--- src/rtl/bp_fe_icache_fetch_driver_if.sv ---
// Fetch-driver bus bundle: request source, I$ vaddr/ptag/data ports,
// in-order output port and performance counters.
interface bp_fe_icache_fetch_driver_if #(
    parameter int vaddr_width_p = 39,
    parameter int ptag_width_p  = 28,
    parameter int instr_width_p = 32,
    parameter int cnt_width_p   = 16
);
    // request source
    logic [vaddr_width_p+ptag_width_p:0] req_i;
    logic                                req_v_i;
    logic                                req_yumi_o;
    // I$ two-phase interface
    logic [vaddr_width_p-1:0]            vaddr_o;
    logic                                vaddr_v_o;
    logic                                vaddr_ready_i;
    logic [ptag_width_p-1:0]             ptag_o;
    logic                                ptag_v_o;
    logic                                uncached_o;
    logic [instr_width_p-1:0]            data_i;
    logic                                data_v_i;
    logic                                miss_i;
    // in-order output
    logic [instr_width_p-1:0]            data_o;
    logic                                data_v_o;
    logic                                data_yumi_i;
    // performance counters
    logic [cnt_width_p-1:0]              miss_cnt_o;
    logic [cnt_width_p-1:0]              fetch_cnt_o;

    // fetch driver side
    modport master (
        input  req_i, req_v_i, vaddr_ready_i, data_i, data_v_i, miss_i, data_yumi_i,
        output req_yumi_o, vaddr_o, vaddr_v_o, ptag_o, ptag_v_o, uncached_o,
        output data_o, data_v_o, miss_cnt_o, fetch_cnt_o
    );

    // environment side (request source, I$, consumer)
    modport slave (
        output req_i, req_v_i, vaddr_ready_i, data_i, data_v_i, miss_i, data_yumi_i,
        input  req_yumi_o, vaddr_o, vaddr_v_o, ptag_o, ptag_v_o, uncached_o,
        input  data_o, data_v_o, miss_cnt_o, fetch_cnt_o
    );
endinterface

--- src/rtl/bp_fe_icache_fetch_driver.sv ---
// I$ fetch driver: issues fetch packets over the vaddr/ptag two-phase
// interface, keeps up to two fetches in flight (TL, TV), replays killed
// fetches in order after a miss and returns instructions in order through
// a credit-protected output FIFO.

// Protocol checker for the I$ response and ptag outputs.
module bp_fe_icache_fetch_driver_checker (
    input logic clk_i,
    input logic reset_i,
    input logic data_v_i,
    input logic miss_i,
    input logic tl_v,
    input logic tv_v,
    input logic ptag_v_o
);
    hit_and_miss_a: assert property (@(posedge clk_i) disable iff (reset_i)
        !(data_v_i && miss_i));
    resp_without_tv_a: assert property (@(posedge clk_i) disable iff (reset_i)
        !((data_v_i || miss_i) && !tv_v));
    ptag_without_tl_a: assert property (@(posedge clk_i) disable iff (reset_i)
        !(ptag_v_o && !tl_v));
endmodule

module bp_fe_icache_fetch_driver #(
    parameter int vaddr_width_p = 39,
    parameter int ptag_width_p  = 28,
    parameter int instr_width_p = 32,
    parameter int out_els_p     = 4,
    parameter int cnt_width_p   = 16
) (
    input logic clk_i,
    input logic reset_i,
    bp_fe_icache_fetch_driver_if.master bus
);
    localparam int pkt_w = 1 + vaddr_width_p + ptag_width_p;
    localparam int ptr_w = (out_els_p > 1) ? $clog2(out_els_p) : 1;
    localparam int occ_w = $clog2(out_els_p + 1);
    localparam int sum_w = occ_w + 1;
    localparam logic [ptr_w-1:0] last_ptr = ptr_w'(out_els_p - 1);

    typedef enum logic [1:0] {
        st_run       = 2'd0,
        st_miss_wait = 2'd1,
        st_replay    = 2'd2
    } state_e;

    state_e state_r, state_s;

    logic             tl_v_r, tv_v_r;
    logic [pkt_w-1:0] tl_pkt_r, tv_pkt_r;
    logic [pkt_w-1:0] rq_r [2];
    logic [1:0]       rq_cnt_r;
    logic [pkt_w-1:0] rq0_s, rq1_s;
    logic [1:0]       rq_cnt_s;

    logic [instr_width_p-1:0] buf_r [out_els_p];
    logic [ptr_w-1:0]         wr_ptr_r, rd_ptr_r;
    logic [occ_w-1:0]         occ_r;
    logic [cnt_width_p-1:0]   miss_cnt_r, fetch_cnt_r;

    logic             rq_nonempty_s, src_v_s, kill_s, credit_ok_s;
    logic             vaddr_v_s, hs_s, pop_s, wr_s, rd_s, ptag_v_s;
    logic [pkt_w-1:0] src_pkt_s;
    logic [sum_w-1:0] used_s;

    function automatic logic [ptr_w-1:0] next_ptr(input logic [ptr_w-1:0] p);
        if (p == last_ptr) begin
            return {ptr_w{1'b0}};
        end else begin
            return p + ptr_w'(1'b1);
        end
    endfunction

    function automatic logic [cnt_width_p-1:0] sat_inc(input logic [cnt_width_p-1:0] v);
        if (&v) begin
            return v;
        end else begin
            return v + cnt_width_p'(1'b1);
        end
    endfunction

    // Issue source selection, credit check and handshake decode.
    always_comb begin
        rq_nonempty_s = (rq_cnt_r != 2'd0);
        src_pkt_s     = rq_nonempty_s ? rq_r[0] : bus.req_i;
        src_v_s       = rq_nonempty_s | bus.req_v_i;
        kill_s        = bus.miss_i & tv_v_r;
        used_s        = {1'b0, occ_r} + sum_w'(tl_v_r) + sum_w'(tv_v_r);
        credit_ok_s   = (used_s < sum_w'(out_els_p));
        vaddr_v_s     = ((state_r == st_run) || (state_r == st_replay))
                        & src_v_s & ~bus.miss_i & credit_ok_s;
        hs_s          = vaddr_v_s & bus.vaddr_ready_i;
        pop_s         = hs_s & rq_nonempty_s;
        wr_s          = bus.data_v_i & tv_v_r;
        rd_s          = bus.data_yumi_i & (occ_r != {occ_w{1'b0}});
        ptag_v_s      = tl_v_r & ~kill_s;
    end

    // Output drive; address/tag fields read as zero when not valid.
    always_comb begin
        bus.req_yumi_o  = hs_s & ~rq_nonempty_s;
        bus.vaddr_v_o   = vaddr_v_s;
        bus.vaddr_o     = vaddr_v_s ? src_pkt_s[ptag_width_p +: vaddr_width_p]
                                    : {vaddr_width_p{1'b0}};
        bus.ptag_v_o    = ptag_v_s;
        bus.ptag_o      = ptag_v_s ? tl_pkt_r[ptag_width_p-1:0] : {ptag_width_p{1'b0}};
        bus.uncached_o  = ptag_v_s & tl_pkt_r[pkt_w-1];
        bus.data_v_o    = (occ_r != {occ_w{1'b0}});
        bus.data_o      = bus.data_v_o ? buf_r[rd_ptr_r] : {instr_width_p{1'b0}};
        bus.miss_cnt_o  = miss_cnt_r;
        bus.fetch_cnt_o = fetch_cnt_r;
    end

    // FSM next state: RUN -> MISS_WAIT on miss, wait for fill, replay, back to RUN.
    always_comb begin
        state_s = state_r;
        case (state_r)
            st_run: begin
                if (kill_s) begin
                    state_s = st_miss_wait;
                end else begin
                    state_s = st_run;
                end
            end
            st_miss_wait: begin
                if (bus.vaddr_ready_i) begin
                    state_s = st_replay;
                end else begin
                    state_s = st_miss_wait;
                end
            end
            st_replay: begin
                if (kill_s) begin
                    state_s = st_miss_wait;
                end else if ((pop_s && (rq_cnt_r == 2'd1)) || !rq_nonempty_s) begin
                    state_s = st_run;
                end else begin
                    state_s = st_replay;
                end
            end
            default: state_s = st_run;
        endcase
    end

    // Replay queue next value: killed fetches go in front (older first), issue pops head.
    always_comb begin
        rq0_s    = rq_r[0];
        rq1_s    = rq_r[1];
        rq_cnt_s = rq_cnt_r;
        if (kill_s) begin
            if (tl_v_r) begin
                rq0_s    = tv_pkt_r;
                rq1_s    = tl_pkt_r;
                rq_cnt_s = 2'd2;
            end else begin
                rq0_s    = tv_pkt_r;
                rq1_s    = rq_r[0];
                rq_cnt_s = rq_cnt_r + 2'd1;
            end
        end else if (pop_s) begin
            rq0_s    = rq_r[1];
            rq1_s    = rq_r[1];
            rq_cnt_s = rq_cnt_r - 2'd1;
        end else begin
            rq_cnt_s = rq_cnt_r;
        end
    end

    // FSM state, replay queue and TL/TV pipeline registers.
    always_ff @(posedge clk_i) begin
        if (reset_i) begin
            state_r  <= st_run;
            rq_r[0]  <= {pkt_w{1'b0}};
            rq_r[1]  <= {pkt_w{1'b0}};
            rq_cnt_r <= 2'd0;
            tl_v_r   <= 1'b0;
            tv_v_r   <= 1'b0;
            tl_pkt_r <= {pkt_w{1'b0}};
            tv_pkt_r <= {pkt_w{1'b0}};
        end else begin
            state_r  <= state_s;
            rq_r[0]  <= rq0_s;
            rq_r[1]  <= rq1_s;
            rq_cnt_r <= rq_cnt_s;
            tl_v_r   <= hs_s;
            if (hs_s) begin
                tl_pkt_r <= src_pkt_s;
            end
            tv_v_r   <= tl_v_r & ~kill_s;
            tv_pkt_r <= tl_pkt_r;
        end
    end

    // Output FIFO storage; contents are only visible while occupied.
    always_ff @(posedge clk_i) begin
        if (wr_s) begin
            buf_r[wr_ptr_r] <= bus.data_i;
        end
    end

    // Output FIFO pointers and occupancy.
    always_ff @(posedge clk_i) begin
        if (reset_i) begin
            wr_ptr_r <= {ptr_w{1'b0}};
            rd_ptr_r <= {ptr_w{1'b0}};
            occ_r    <= {occ_w{1'b0}};
        end else begin
            if (wr_s) begin
                wr_ptr_r <= next_ptr(wr_ptr_r);
            end
            if (rd_s) begin
                rd_ptr_r <= next_ptr(rd_ptr_r);
            end
            case ({wr_s, rd_s})
                2'b10:   occ_r <= occ_r + occ_w'(1'b1);
                2'b01:   occ_r <= occ_r - occ_w'(1'b1);
                default: occ_r <= occ_r;
            endcase
        end
    end

    // Saturating miss and returned-instruction counters.
    always_ff @(posedge clk_i) begin
        if (reset_i) begin
            miss_cnt_r  <= {cnt_width_p{1'b0}};
            fetch_cnt_r <= {cnt_width_p{1'b0}};
        end else begin
            if (kill_s) begin
                miss_cnt_r <= sat_inc(miss_cnt_r);
            end
            if (rd_s) begin
                fetch_cnt_r <= sat_inc(fetch_cnt_r);
            end
        end
    end

    bp_fe_icache_fetch_driver_checker u_checker (
        .clk_i    (clk_i),
        .reset_i  (reset_i),
        .data_v_i (bus.data_v_i),
        .miss_i   (bus.miss_i),
        .tl_v     (tl_v_r),
        .tv_v     (tv_v_r),
        .ptag_v_o (bus.ptag_v_o)
    );
endmodule

--- src/flat_wrapper.sv ---
// flat-port wrapper written by rule: the top's interface ports become plain ports
module bp_fe_icache_fetch_driver_flat 
#(
    parameter int vaddr_width_p = 39,
    parameter int ptag_width_p  = 28,
    parameter int instr_width_p = 32,
    parameter int out_els_p     = 4,
    parameter int cnt_width_p   = 16
)
  (clk_i, reset_i, bus_req_i, bus_req_v_i, bus_vaddr_ready_i, bus_data_i, bus_data_v_i, bus_miss_i, bus_data_yumi_i, bus_req_yumi_o, bus_vaddr_o, bus_vaddr_v_o, bus_ptag_o, bus_ptag_v_o, bus_uncached_o, bus_data_o, bus_data_v_o, bus_miss_cnt_o, bus_fetch_cnt_o);
  bp_fe_icache_fetch_driver_if #(.vaddr_width_p(vaddr_width_p), .ptag_width_p(ptag_width_p), .instr_width_p(instr_width_p), .cnt_width_p(cnt_width_p)) bus_i ();
  input logic clk_i;
  input logic reset_i;
  input wire logic [$bits(bus_i.req_i)-1:0] bus_req_i;
  input wire logic [$bits(bus_i.req_v_i)-1:0] bus_req_v_i;
  input wire logic [$bits(bus_i.vaddr_ready_i)-1:0] bus_vaddr_ready_i;
  input wire logic [$bits(bus_i.data_i)-1:0] bus_data_i;
  input wire logic [$bits(bus_i.data_v_i)-1:0] bus_data_v_i;
  input wire logic [$bits(bus_i.miss_i)-1:0] bus_miss_i;
  input wire logic [$bits(bus_i.data_yumi_i)-1:0] bus_data_yumi_i;
  output wire logic [$bits(bus_i.req_yumi_o)-1:0] bus_req_yumi_o;
  output wire logic [$bits(bus_i.vaddr_o)-1:0] bus_vaddr_o;
  output wire logic [$bits(bus_i.vaddr_v_o)-1:0] bus_vaddr_v_o;
  output wire logic [$bits(bus_i.ptag_o)-1:0] bus_ptag_o;
  output wire logic [$bits(bus_i.ptag_v_o)-1:0] bus_ptag_v_o;
  output wire logic [$bits(bus_i.uncached_o)-1:0] bus_uncached_o;
  output wire logic [$bits(bus_i.data_o)-1:0] bus_data_o;
  output wire logic [$bits(bus_i.data_v_o)-1:0] bus_data_v_o;
  output wire logic [$bits(bus_i.miss_cnt_o)-1:0] bus_miss_cnt_o;
  output wire logic [$bits(bus_i.fetch_cnt_o)-1:0] bus_fetch_cnt_o;
  assign bus_i.req_i = bus_req_i;
  assign bus_i.req_v_i = bus_req_v_i;
  assign bus_i.vaddr_ready_i = bus_vaddr_ready_i;
  assign bus_i.data_i = bus_data_i;
  assign bus_i.data_v_i = bus_data_v_i;
  assign bus_i.miss_i = bus_miss_i;
  assign bus_i.data_yumi_i = bus_data_yumi_i;
  assign bus_req_yumi_o = bus_i.req_yumi_o;
  assign bus_vaddr_o = bus_i.vaddr_o;
  assign bus_vaddr_v_o = bus_i.vaddr_v_o;
  assign bus_ptag_o = bus_i.ptag_o;
  assign bus_ptag_v_o = bus_i.ptag_v_o;
  assign bus_uncached_o = bus_i.uncached_o;
  assign bus_data_o = bus_i.data_o;
  assign bus_data_v_o = bus_i.data_v_o;
  assign bus_miss_cnt_o = bus_i.miss_cnt_o;
  assign bus_fetch_cnt_o = bus_i.fetch_cnt_o;
  bp_fe_icache_fetch_driver #(.vaddr_width_p(vaddr_width_p), .ptag_width_p(ptag_width_p), .instr_width_p(instr_width_p), .out_els_p(out_els_p), .cnt_width_p(cnt_width_p)) u_core (.clk_i(clk_i), .reset_i(reset_i), .bus(bus_i));
endmodule
--- config.mk ---
export PLATFORM = sky130hd
export DESIGN_NAME = bp_fe_icache_fetch_driver_flat
export DESIGN_NICKNAME = d
export VERILOG_FILES = /design/src/rtl/bp_fe_icache_fetch_driver_if.sv /design/src/rtl/bp_fe_icache_fetch_driver.sv /design/src/flat_wrapper.sv
export SDC_FILE = /design/constraint.sdc
export NUM_CORES = 1
export LEC_CHECK = 0
export ABC_AREA = 1
export CAP_MARGIN = 20
export CORE_MARGIN = 3
export CORE_UTILIZATION = 60
export CTS_CLUSTER_DIAMETER = 60
export DETAILED_ROUTE_END_ITERATION = 6
export GPL_TIMING_DRIVEN = 0
export PLACE_DENSITY = 0.89
export SLEW_MARGIN = 20
export SYNTH_ARGS = -nofsm -noshare
export SYNTH_HDL_FRONTEND = slang
export SYNTH_SLANG_ARGS = --single-unit
--- constraint.sdc ---
create_clock -name clk_i -period 7.7 [get_ports clk_i]
set_input_delay 1.54 -clock clk_i [delete_from_list [all_inputs] [get_ports clk_i]]
set_output_delay 1.54 -clock clk_i [all_outputs]
set_load 0.05 [all_outputs]
==> flow_metrics.tcl, run 1 <==
set metrics [dict create \
    layout_common_cells "631 x nand2_1, 450 x nor2_1, 319 x dfxtp_1, 242 x clkdlybuf4s50_1, 238 x o21ai_0" \
    timing.rr.start "u_core.rq_cnt_r[0]" \
    path_buf_inv 5 \
    synthTopCellsByArea "dfxtp_1 34%, edfxtp_1 20%, nand2_1 13%" \
    final_cells 3190 \
    synth_top_area_share_pct 33.88 \
    drive_above_1_share_pct 4.724 \
    syn_area_um2 18850 \
    path_max_fanout 10 \
    grt_pass1_wl_um 88060 \
    synthFlopType "dfxtp_1" \
    io_pins 243 \
    antenna_found_initial 1 \
    slew_headroom_pct 48.91 \
    synth_fp_nets 2584 \
    crit_path_cell_trace "clkdlybuf4s50_1 -> nand2_1 -> inv_2 -> buf_2 -> buf_1 -> nor2_1 -> clkdlybuf4s50_1" \
    cpMostUsedCell "clkdlybuf4s50_1" \
    post-place-ws_ns 1.750 \
    synthAdderAreaFrac_pct 0.8365 \
    placed_cells_incl_taps 3107 \
    via_count 18066 \
    crit_path_end_kind "output port" \
    path_clk_slew_ns 0.06 \
    drv_slew 0 \
    yosys_warnings 0 \
    whs_ns 0.4349 \
    syn-instance-count 2465 \
    die_h_um 183.2 \
    maxCapViolCount 0 \
    intPower_mw 3.870 \
    r2r_setup_slack_ns 5.32 \
    crit_type "in -> out" \
    yosys.area.top_type "dfxtp_1" \
    drt_iter0_markers 1804 \
    wl_per_cell_um 17.65 \
    fp-row-count 64 \
    yosys.area_share.simple_pct 24.79 \
    grt_pass1_vias 17942 \
    clock.fmax_ghz 0.1662 \
    rsz0062_at_grt "false" \
    clk_path_buf_depth 3 \
    fin_skew_ns 0.02058 \
    p_total_mw 5.045 \
    htree_num_levels 2 \
    hold_buffers 0 \
    violations "design-rule violations" \
    switching_share_pct 23.29 \
    p_leak_nw 9.252 \
    utilization_pct 76.05 \
    status "complete, but fails checks" \
    hold-path-cell-count 2 \
    comb_power_share_pct 7.9 \
    viasPerCell 5.663 \
    synth.mux.area_fraction_pct 0 \
    synth-xor-area-share_pct 0.6041 \
    core_um2 30750 \
    initial_utilization_pct 61.29 \
    cts_resized 0 \
    routabilityCongestion 0.9068 \
    place_area_um2 21900 \
    max_stage_delay_ns 0.75 \
    ys_types 33 \
    crit_arrival_ns 4.48 \
    p_seq_share_pct 48.9 \
    dr.pass1.iters 7 \
    n_fill_cell 2142 \
    ant_nets 0 \
    clock_sinks 447 \
    ys_ff_latch 447 \
    cpMaxStageDelayCell "clkdlybuf4s50_1" \
    final_hold_viol_count 0 \
    io_buffers 242 \
    numCtsBuffers 45 \
    hp-start "u_core.tl_pkt_r[18]" \
    async_flop_share_pct 0 \
    min_path_type "reg -> reg" \
    reg2reg_depth 13 \
    nNetsFinal 2877 \
    cts-root-buf "clkbuf_16" \
    power_switching_mw 1.175 \
    cp-start-kind "input pin" \
    fin_area_um2 23380 \
    finalCritPeriodShare_pct 78.15 \
    peakVddDrop_uv 173.7 \
    dieArea_um2 33570 \
    period_needed_ns 6.018 \
    worstSkewPairLatency_ns 0.55 \
    required_ns 6.16 \
    cts_setup_buffers 0 \
    cts_tree "yes" \
    worst_pin_slew_ns 0.7663 \
    final_common_cell "nand2_1" \
    synth_top_family_by_area "simple AND/OR/NAND/NOR gates" \
    grt_max_degree 20 \
    diodes 0 \
    fp.dieW_um 183.2 \
    fin_ws_ns 1.682 \
    finalSetupViolCount 0 \
    p_clk_share_pct 43.2 \
    drt-total-wl_um 56300 \
    synth_seq_area_share_pct 54.28 \
    synth_compound_area_share_pct 12.33 \
    syn_to_final_growth_pct 24.08 \
    holdPathEnd "u_core.tv_pkt_r[18]" \
    place.detailed.hpwl_um 38180 \
    path_delay_family "buffers and inverters" \
    synth_edf_count 128 \
    power_density_nw_per_um2 215.8 \
    track_usage_pct 32.35 \
    drc 17 \
    grt-ovfl-total 0 \
    startpoint "bus_miss_i" \
    syn-mean-instance-area_um2 7.646 \
    r2r-end "u_core.tl_pkt_r[16]" \
    tns_ns 0 \
]
==> cells in the mapped netlist, types with 11 or more instances <==
cell type,n
nor2_1,454
inv_1,177
buf_2,30
edfxtp_1,128
ha_1,11
clkbuf_1,99
buf_1,16
nand2_1,631
nand3_1,91
o21ai_0,238
a21oi_1,196
o21ai_1,22
dfxtp_1,319
==> power groups by stage <==
stage | clock (mW) | sequential [mW] | combinational (mW)
after global placement | 0 | 2.52 | 0.378
after floorplan | 0 | 2.52 | 0.218
final | 2.18 | 2.47 | 0.399
after detailed placement | 0 | 2.52 | 0.387
after CTS | 2.18 | 2.47 | 0.392
after global routing | 2.29 | 2.47 | 0.425
==> worst max path at each step <==
stage	endpoint	slack [ns]	cells past startpoint
after floorplan	bus_req_yumi_o	3.13	9
after global placement	bus_ptag_o[3]	1.78	7
after detailed placement	bus_ptag_o[3]	1.75	7
after CTS	bus_ptag_o[6]	1.76	7
after global routing	bus_uncached_o	1.62	7
final	bus_uncached_o	1.68	7
==> flip-flops by register name, summed over array words and instances (netlist names), 2 cells and up, named ones only <==
signal,count
u_core.rq_r,136
u_core.tv_pkt_r,68
u_core.buf_r,128
u_core.occ_r,3
u_core.rd_ptr_r,2
u_core.wr_ptr_r,2
u_core.bus.fetch_cnt_o,16
u_core.rq_cnt_r,2
u_core.bus.miss_cnt_o,16
u_core.state_r,2
u_core.tl_pkt_r,68
==> cell families (layout without fill, tap and decap cells) <==
logic type | count (synthesis) | count (layout)
AO/OA/AOI/OAI | 460 | 460
flip-flops | 447 | 447
AND/OR/NAND/NOR | 1196 | 1196
XOR/XNOR | 13 | 13
buffers and inverters | 337 | 666
adder cells (fa/ha/maj) | 12 | 12
==> worst min-delay path: stages, from the launching register on <==
cell and delay [ns]:
dfxtp_1 0.32, inv_1 0.05, nor2_1 0.03
==> cell type report <==
| cell class | count | area [um^2] | share of cell area [%] |
|---|---|---|---|
| well taps | 396 | 495.5 | 2.119 |
| clock buffers | 72 | 1364 | 5.832 |
| repair buffers | 246 | 2532 | 10.83 |
| plain buffers | 152 | 649.4 | 2.777 |
| flip-flops and latches | 447 | 10230 | 43.75 |
| multi-input cells | 1681 | 7298 | 31.21 |
| clock inverters | 11 | 116.4 | 0.4976 |
| inverters | 185 | 699.4 | 2.991 |
==> per-layer routing <==
metal  vias to the layer above  wire, um  GRT usage (%)  part of all wire (%)
met5                         -        13              0                 0.023
met4                         2      2099          14.17                   3.7
met3                       194      6159          6.803                    11
met2                      1078     27140          55.64                    48
met1                      8312     20880          39.51                    37
li1                       8480         -              -                     -
(Power assumes the default switching activity.)
==> run 2, diff against run 1 <==
--- a/config.mk
+++ b/config.mk
@@ -8,11 +8,11 @@
 export ABC_AREA = 1
 export CAP_MARGIN = 20
 export CORE_MARGIN = 3
-export CORE_UTILIZATION = 60
+export CORE_UTILIZATION = 50
 export CTS_CLUSTER_DIAMETER = 60
 export DETAILED_ROUTE_END_ITERATION = 6
 export GPL_TIMING_DRIVEN = 0
-export PLACE_DENSITY = 0.89
+export PLACE_DENSITY = 0.79
 export SLEW_MARGIN = 20
 export SYNTH_ARGS = -nofsm -noshare
 export SYNTH_HDL_FRONTEND = slang
==> constraint.sdc (replaced) <==
create_clock -name clk_i -period 4.83 [get_ports clk_i]
set_input_delay 0.966 -clock clk_i [delete_from_list [all_inputs] [get_ports clk_i]]
set_output_delay 0.966 -clock clk_i [all_outputs]
set_load 0.05 [all_outputs]
==> flow_metrics.tcl, run 2 (same netlist as run 1, synthesis figures left out) <==
set metrics [dict create \
    status "complete, no violations" \
    grt_pass1_vias 17251 \
    syn_to_final_growth_pct 24.68 \
    hold-path-cell-count 2 \
    final_common_cell "nand2_1" \
    grt_pass1_wl_um 88000 \
    place_area_um2 22020 \
    tns_ns 0 \
    worst_pin_slew_ns 0.8254 \
    largest_register_ffs 136 \
    path_buf_inv 5 \
    track_usage_pct 26.69 \
    wl_met1_um 22770 \
    cts_tree "yes" \
    n_fill_cell 3033 \
    startpoint "bus_miss_i" \
    drt_iter0_markers 1589 \
    drv_slew 0 \
    utilization_pct 63.73 \
    required_ns 3.86 \
    die_h_um 200.2 \
    cpMaxStageDelayCell "clkdlybuf4s50_1" \
    dr.pass1.iters 6 \
    dr_wl_met2_um 25740 \
    cts-root-buf "clkbuf_16" \
    reg_top3 "u_core.rq_r (136), u_core.buf_r (128)" \
    power_density_nw_per_um2 342.3 \
    via_count 17622 \
    drive_above_1_share_pct 4.629 \
    nNetsFinal 2877 \
    min_path_type "reg -> reg" \
    top_layer_used "met4" \
    htree_num_levels 2 \
    io_buffers 242 \
    numCtsBuffers 45 \
    grt-ovfl-total 0 \
    p_total_mw 8.044 \
    dieArea_um2 40060 \
    route.met3.wl_um 4851 \
    p_leak_nw 9.238 \
    path_clk_slew_ns 0.06 \
    finalSetupViolCount 0 \
    fin_skew_ns 0.02533 \
    clock_sinks 447 \
    io_pins 243 \
    hp-start "u_core.tl_pkt_r[61]" \
    path_max_fanout 10 \
    peakVddDrop_uv 285.0 \
    cp-start-kind "input pin" \
    period_needed_ns 4.803 \
    path_depth 7 \
    regArea_um2 10230 \
    core_um2 36870 \
    ant_nets 0 \
    viasPerCell 5.353 \
    worstSkewPairLatency_ns 0.58 \
    multi_input_area_um2 7298 \
    antenna_found_initial 1 \
    drc 0 \
    fp-row-count 70 \
    max_stage_delay_ns 0.86 \
    clock.fmax_ghz 0.2082 \
    place.detailed.hpwl_um 38410 \
    final_cells 3292 \
    crit_arrival_ns 3.84 \
    wl_per_cell_um 16.89 \
    drt-total-wl_um 55600 \
    placed_cells_incl_taps 3215 \
    grt_max_degree 24 \
    largest-register "u_core.rq_r" \
    crit_type "in -> out" \
    fp.dieW_um 200.2 \
    slew_headroom_pct 44.97 \
    clk_path_buf_depth 3 \
    fin_area_um2 23500 \
    path_delay_family "buffers and inverters" \
    initial_utilization_pct 51.11 \
    crit_path_end_kind "output port" \
    final_hold_viol_count 0 \
    finalCritPeriodShare_pct 99.44 \
    rsz0062_at_grt "false" \
    timing.rr.start "u_core.rq_cnt_r[0]" \
    maxCapViolCount 0 \
    cts_setup_buffers 0 \
    crit_path_cell_trace "clkdlybuf4s50_1 -> nand2_1 -> inv_2 -> buf_2 -> buf_2 -> nor2_1 -> clkdlybuf4s50_1" \
    routabilityCongestion 0.8954 \
    layout_common_cells "631 x nand2_1, 450 x nor2_1, 319 x dfxtp_1, 242 x clkdlybuf4s50_1, 238 x o21ai_0" \
    reg2reg_depth 13 \
]
run 2: changes by cell type in the layout (fill, tap and decap cells not counted), moves of 2 or more:
cell / previous run / this run
buf_1: 16 / 13
buf_12: 0 / 2
buf_16: 4 / 2
bufinv_16: 2 / 4
clkbuf_1: 112 / 109
clkbuf_16: 47 / 45
clkbuf_8: 9 / 4
clkinv_1: 3 / 5
clkinv_16: 0 / 2
clkinv_2: 5 / 2
clkinv_4: 0 / 2
run 2: area by class of cell:
type / instances / area share (%)
Sequential cell: 447 / 43.53
Multi-Input combinational cell: 1681 / 31.06
Timing Repair Buffer: 246 / 10.71
Clock buffer: 61 / 5.239
Inverter: 185 / 2.976
Buffer: 152 / 2.779
Tap cell: 504 / 2.684
Clock inverter: 15 / 1.006
Antenna cell: 1 / 0.01065
run 2: path summary, 6_finish.rpt:
check / endpoint / slack [ns]
worst max-delay path: bus_uncached_o / 0.03
worst min-delay path: u_core.tv_pkt_r[61] / 0.44
worst max register to register: u_core.rq_r[0][48] / 2.35
worst min register to register: u_core.tv_pkt_r[61] / 0.44
run 2: worst min-delay path, delay by kind of cell, from the launching register on:
family / cells / cell delay [ns]
simple gates: 1 / 0.05
flops: 1 / 0.30
buf+inv: 1 / 0.06
run 2: through the flow:
stage | hold WS (ns) | setup slack (ns)
6_report | 0.4376 | 0.02716
5_1_grt | 0.4608 | 0.01320
4_1_cts | 0.4364 | 0.06998
3_3_place_gp | 0.4228 | -0.1587
3_5_place_dp | 0.4253 | -0.1500
2_1_floorplan | 0.4147 | 1.408
run 2: power by group:
part           switching, mW  total [mW]  internal [mW]
Clock                   1.47        3.48           2.01
Sequential            0.0227        3.93           3.91
Combinational          0.417       0.632          0.215
run 2: layer usage:
metal,up-vias,track usage [%]
met5,-,0
met3,159,3.966
met2,870,44.40
met1,8138,34.80
met4,0,11.75
li1,8455,-
run 2: what timing repair did:
action                                  in CTS  in global routing
resized for setup                            1                  2
hold buffers                                 0                  0
endpoints found under the setup margin      10                 20
hold endpoints to repair                     0                  0
